## src/rtl/fetch_issue_unit.sv

```systemverilog
// fetch_issue_unit: PC sequencer issuing fetch requests with held redirects across memory stalls.
// Optional stall counter is built when FETCH_ISSUE_STALL_COUNT_EN is defined.
module fetch_issue_unit #(
    parameter int CORE            = 0,
    parameter int ADDRESS_BITS    = 20,
    parameter int RESET_PC        = 0,
    parameter int SCAN_CYCLES_MIN = 0,
    parameter int SCAN_CYCLES_MAX = 1000
) (
    input  logic                    clock,
    input  logic                    reset,
    input  logic [1:0]              next_PC_select,
    input  logic [ADDRESS_BITS-1:0] target_PC,
    input  logic                    i_mem_read,
    input  logic                    fetch_ready,
    input  logic                    scan,
    output logic                    fetch_read,
    output logic [ADDRESS_BITS-1:0] fetch_address_out,
    output logic [ADDRESS_BITS-1:0] issue_PC,
    output logic [31:0]             stall_count
);
    typedef enum logic [1:0] {S_RESET, S_RUN, S_WAIT} state_t;
    state_t                  r_state, w_state_nxt;
    logic [ADDRESS_BITS-1:0] r_pc, r_issue, r_redirect, w_pc_nxt;
    logic                    r_pending;
    logic [31:0]             r_cycle;
    logic                    w_accept, w_sel_target;
    // Reset gates the request combinationally so nothing completes while it is held.
    assign fetch_read        = (r_state != S_RESET) && !reset && i_mem_read;
    assign w_accept          = fetch_read && fetch_ready;
    assign w_sel_target      = next_PC_select == 2'b10;
    assign fetch_address_out = r_pc;
    assign issue_PC          = r_issue;
    always_comb begin
        w_state_nxt = r_state;
        w_pc_nxt    = r_pc;
        if (r_state == S_RESET)
            w_state_nxt = S_RUN;
        else if (w_accept) begin
            w_state_nxt = S_RUN;
            w_pc_nxt    = r_pending                  ? r_redirect :
                          next_PC_select == 2'b00    ? r_pc + ADDRESS_BITS'(4) :
                          w_sel_target               ? target_PC : r_pc;
        end else
            w_state_nxt = fetch_read ? S_WAIT : S_RUN;
    end
    always_ff @(posedge clock) begin
        if (reset) begin
            r_state    <= S_RESET;
            r_pc       <= ADDRESS_BITS'(RESET_PC);
            r_issue    <= ADDRESS_BITS'(RESET_PC);
            r_redirect <= '0;
            r_pending  <= 1'b0;
            r_cycle    <= '0;
        end else begin
            r_state <= w_state_nxt;
            r_pc    <= w_pc_nxt;
            r_cycle <= r_cycle + 32'd1;
            if (w_accept) begin
                r_issue   <= r_pc;
                r_pending <= 1'b0;
            end else if (r_state != S_RESET && w_sel_target) begin
                r_redirect <= target_PC;
                r_pending  <= 1'b1;
            end
        end
    end
`ifdef FETCH_ISSUE_STALL_COUNT_EN
    logic [31:0] r_stall;
    always_ff @(posedge clock) begin
        if (reset)
            r_stall <= '0;
        else if (fetch_read && !fetch_ready)
            r_stall <= r_stall + 32'd1;
    end
    assign stall_count = r_stall;
`else
    assign stall_count = 32'd0;
`endif
`ifndef SYNTHESIS
    always_ff @(posedge clock) begin
        if (scan && r_cycle >= 32'(SCAN_CYCLES_MIN) && r_cycle <= 32'(SCAN_CYCLES_MAX))
            $display("core %0d state %0d pc %h issue %h pending %0d",
                     CORE, r_state, r_pc, r_issue, r_pending);
    end
`endif
endmodule

```

## config.mk

```make
export PLATFORM = sky130hd
export DESIGN_NAME = fetch_issue_unit
export DESIGN_NICKNAME = d
export VERILOG_FILES = /design/src/rtl/fetch_issue_unit.sv
export SDC_FILE = /design/constraint.sdc
export NUM_CORES = 1
export LEC_CHECK = 0
export ABC_CLOCK_PERIOD_IN_PS = 3060
export CAP_MARGIN = 20
export CORE_MARGIN = 4
export CORE_UTILIZATION = 50
export CTS_CLUSTER_SIZE = 28
export DETAILED_ROUTE_END_ITERATION = 16
export PLACE_DENSITY = 0.9
export SYNTH_ARGS = -nofsm -noshare
export SYNTH_HDL_FRONTEND = slang
export SYNTH_SLANG_ARGS = --single-unit
export TNS_END_PERCENT = 100
```

## constraint.sdc

```tcl
create_clock -name clock -period 3.06 [get_ports clock]
set_clock_uncertainty 0.2 [all_clocks]
set_input_delay 0.306 -clock clock [delete_from_list [all_inputs] [get_ports clock]]
set_output_delay 0.306 -clock clock [all_outputs]
set_load 0.02 [all_outputs]
```

After elaboration in Yosys (flattened, before gate mapping)

Cells that the tools add are included.

Bitwise operators: 2
Mux-type cells: 6
Add/subtract/negate cells: 1
Eq/ne operators: 1
Reduce and logical (&&, ||, !) cells: 13

Operators with widths:

| cell                  | count |
|---|---|
| $mux 20               | 3 |
| $add 20x3->20 const B | 1 |
| $logic_and 1x1->1     | 4 |
| $logic_not 2->1       | 2 |
| $reduce_and 3->1      | 1 |
| $reduce_bool 3->1     | 1 |
| $reduce_or 3->1       | 1 |
| $eq 2x2->1 const B    | 1 |
| $mux 1                | 2 |
| $mux 2                | 1 |
| $not 1->1             | 2 |
| $reduce_and 2->1      | 1 |
| $reduce_bool 2->1     | 1 |
| $reduce_or 2->1       | 1 |
| $logic_not 1->1       | 1 |

Input bits: 27
Output and inout bits: 73
Register bits after elaboration: 63
Logic and storage cells: 29

Logic depth before layout (Yosys ltp)

Word-level depth: 6
Gate-level depth with buffers: 8
Depth with buffers taken out: 6

Worst setup path after synthesis

Ideal clock, no wire load.

Path type: flip-flop to flip-flop
Start: reg r_pc[4] (netlist: fetch_address_out[4])
End: reg r_pc[14] (netlist: fetch_address_out[14])
Period minus slack after synthesis: 2020 ps
Library setup time: 67 ps
Setup slack: 1040 ps
Path buffers: 1
Cell stages (with the launch flop): 7
Data required time: 2793 ps
Data arrival time: 1753 ps
Path through: dfxtp_1 -> and4_1 -> buf_6 -> nand4_4 -> or3_1 -> a211o_1 -> a21oi_2

Word-level cells in the longest chain between the ends: 3

Ends and longest elaborated chain:

| item                     | RTL line | RTL |
|---|---|---|
| start: declaration       | 24       | `logic [ADDRESS_BITS-1:0] r_pc, r_issue, r_redirect, w_pc_nxt;` |
| start signal: assignment | 50       | `r_pc <= ADDRESS_BITS'(RESET_PC);` |
| start signal: assignment | 57       | `r_pc <= w_pc_nxt;` |
| $add 20x3->20            | 42       | `next_PC_select == 2'b00 ? r_pc + ADDRESS_BITS'(4) :` |
| $mux 20                  | 42       |  |
| $mux 20                  | 41       | `w_pc_nxt = r_pending ? r_redirect :` |

No other way between the ends.
A chain may end at the register's enable or synchronous reset.

Worst setup path in the final report

Start: in i_mem_read
End: out fetch_read

Word-level cells in the longest chain between the ends: 1

Ends and longest elaborated chain:

| item               | RTL line | RTL |
|---|---|---|
| start: declaration | 14       | `input logic i_mem_read,` |
| $logic_and 1x1->1  | 29       | `assign fetch_read = (r_state != S_RESET) && !reset && i_mem_read;` |
| end: declaration   | 17       | `output logic fetch_read,` |

No other way between the ends.

==> impl_metrics.yaml <==
worst_setup_path:
  crit_path_start: "i_mem_read"
  path_class: "in2out"
  endpoint_kind: "primary output"
  cp-endpoint: "fetch_read"
  r2r_end: "fetch_address_out[19]$_SDFFE_PP0P_"
  r2r-start: "fetch_address_out[4]$_SDFFE_PP0P_"
  worstRegToRegCells: 5
  setup.worst_path.start_class: "input port"
  reg2reg_setup_slack_ns: 0.84
  path_max_fanout: 4
  cp.arrival_ns: 1.79
  cp.required_ns: 2.55
finish:
  fin_nets: 484
  drive_gt1_share_pct: 6.94
  mostFrequentLayoutCells: "66 x clkdlybuf4s50_1, 63 x nand2_1, 63 x dfxtp_1"
  n_antenna_cell: 0
  layout_commonest_cell: "clkdlybuf4s50_1"
  stdcell_area_um2: 3970
  syn_to_final_growth_pct: 24.8
run:
  maxCapViolations: 0
power_and_ir_drop:
  powerDensity_nw_per_um2: 452
  leakage_nw: 1.49
  ir_worst_vdd_uv: 316
clock_tree:
  root_buffer: "clkbuf_8"
  h-tree-depth: 3
  cts_buffer_depth: 2
  ctsResizeCount: 0
  holdBufCountCts: 0
  insertion_delay_ns: 0.34
  numCtsBuffers: 9
  cts_tree: "built"
  clk_pin_slew_ns: 0.07
  clock_sinks: 63
  post_cts_buffers: 0
routing:
  ant_nets: 0
  dr.pass1.iters: 5
  wl_mm: 8.31
  first_iter_violations: 339
  vias: 3010
  wire_per_inst_um: 15.5
  via_per_inst: 5.62
  drc: 0
floorplan:
  rows: 28
  io_pins: 100
  chipWidth_um: 87.8
  start_util_pct: 52.5
  dieArea_um2: 7710
  die_y_um: 87.8
  coreArea_um2: 6060
placement:
  placed_cell_area_um2: 3780
  place.gp.congestion: 0.851
  port_buffers: 66
  hpwl_mm: 5.75
sta:
  slew_headroom_pct: 49.5
  worst_pin_slew_ns: 0.757
  rsz0062_at_grt: "no"
  fin_tns_setup_ns: 0
  fin_crit_ns: 2.29
  setup_viol_count_final: 0
  slew_violations: 0
  fin_crit_sh_pct: 74.9
  max_freq_mhz: 436
  hold_viol_final: 0
logic_synthesis:
  syn-mean-instance-area_um2: 8.04
  syn_area_um2: 3180
  ys_types: 48
  synth_edf_count: 0
  yosys_register_bits: 63
  syn_inst: 396
  ys_seq_area_share_pct: 39.6
  synth_flop_cell: "dfxtp_1"
  async_flop_share_pct: 0
  ys_warn_count: 0
global_route:
  grt_pass1_wl_mm: 13.4
  grt_max_degree: 44
  grt.overflow.total: 0
  grt_pass1_vias: 2815
  antenna_found_initial: 0
  track_usage_pct: 22.1
min_path:
  hp-class: "reg2reg"
  min_path_cells: 2
run_status:
  status: "finished clean"
-- logic make-up after synthesis --
family	count (synthesis)	share of synthesized area [%]
XOR/XNOR	4	1.10
AO/OA/AOI/OAI	88	17.9
adder cells (fa/ha/maj)	1	0.393
buffers and inverters	67	12.3
other	1	0.118
AND/OR/NAND/NOR	150	21.7
flip-flops	63	39.6
multiplexers	22	6.92
-- critical path, stage by stage --
cell and delay (ns):
clkdlybuf4s50_1 0.45, nor2b_1 0.24, and2_1 0.19, clkdlybuf4s50_1 0.61
-- power breakdown --
| group | switching, mW | total, mW | internal (mW) | leakage [nW] |
|---|---|---|---|---|
| Sequential | 0.0186 | 0.856 | 0.838 | 0.510 |
| Clock | 0.327 | 0.721 | 0.393 | 0.0981 |
| Combinational | 0.134 | 0.219 | 0.0842 | 0.884 |
-- area by class of cell --
| type | instances | area (um2) |
|---|---|---|
| well taps | 75 | 93.8 |
| fillers | 503 | 2090 |
| clock buffers | 10 | 138 |
| inverters | 9 | 33.8 |
| flip-flops and latches | 63 | 1260 |
| clock inverters | 6 | 60.1 |
| repair buffers | 76 | 736 |
| multi-input cells | 297 | 1650 |
-- stage by stage --
| step | setup slack, ns | util [%] | std cells | power, mW | hold slack (ns) |
|---|---|---|---|---|---|
| finish | 0.767 | 65.6 | 536 | 1.80 | 0.254 |
| global route | 0.629 | 65.6 | 536 | 1.86 | 0.271 |
| CTS | 0.747 | 65.6 | 536 | 1.80 | 0.257 |
| detailed placement | 0.525 | 62.3 | 520 | 1.09 | 0.245 |
| global placement | 0.609 | 62.3 | 520 | 1.08 | 0.243 |
| floorplan | 1.04 | - | 427 | 1.04 | 0.189 |
-- layer usage --
layer | track usage, % | vias up | wire length, um
met4 | 9.21 | 0 | 134
li1 | - | 1443 | -
met5 | 0 | - | 0
met2 | 34.9 | 148 | 3970
met3 | 4.52 | 19 | 660
met1 | 29.5 | 1400 | 3540
-- synth_stat cells (2+ instances only) --
master | count | share of area [%]
a211oi_1 | 14 | 3.3
a21oi_1 | 12 | 1.9
a21oi_2 | 2 | 0.55
a22oi_1 | 4 | 0.94
a31oi_1 | 2 | 0.39
a32o_1 | 2 | 0.63
and2_1 | 3 | 0.59
and3_1 | 4 | 0.79
and4_1 | 3 | 0.83
buf_1 | 3 | 0.35
buf_2 | 3 | 0.47
buf_4 | 34 | 8.0
clkbuf_1 | 17 | 2.0
dfxtp_1 | 63 | 40
inv_1 | 8 | 0.94
mux2i_1 | 22 | 6.9
nand2_1 | 63 | 7.4
nand3_1 | 18 | 2.8
nand4_1 | 2 | 0.39
nor2_1 | 38 | 4.5
nor2b_1 | 3 | 0.59
nor3_1 | 5 | 0.79
nor4_1 | 4 | 0.79
o211ai_1 | 8 | 1.9
o21a_1 | 2 | 0.47
o21ai_0 | 30 | 4.7
o31ai_1 | 2 | 0.47
o32ai_1 | 2 | 0.55
or2_1 | 2 | 0.39
xnor2_1 | 2 | 0.55
xor2_1 | 2 | 0.55
-- sequential cells by signal, summed over array words and instances (netlist names) --
signal,cells
r_pending,1
fetch_address_out,20
r_redirect,20
r_state,2
issue_PC,20
-- how the worst min path moves through the flow --
stage / endpoint / startpoint / slack [ns]
4_1_cts: issue_PC[0]$_SDFFE_PP0P_ / issue_PC[0]$_SDFFE_PP0P_ / 0.26
2_1_floorplan: r_state[1]$_SDFF_PP0_ / fetch_ready / 0.19
5_1_grt: issue_PC[18]$_SDFFE_PP0P_ / issue_PC[18]$_SDFFE_PP0P_ / 0.27
3_3_place_gp: issue_PC[10]$_SDFFE_PP0P_ / issue_PC[10]$_SDFFE_PP0P_ / 0.24
3_5_place_dp: issue_PC[0]$_SDFFE_PP0P_ / issue_PC[0]$_SDFFE_PP0P_ / 0.24
6_report: issue_PC[0]$_SDFFE_PP0P_ / issue_PC[0]$_SDFFE_PP0P_ / 0.25
No activity file was read; power rests on OpenSTA's default activity.
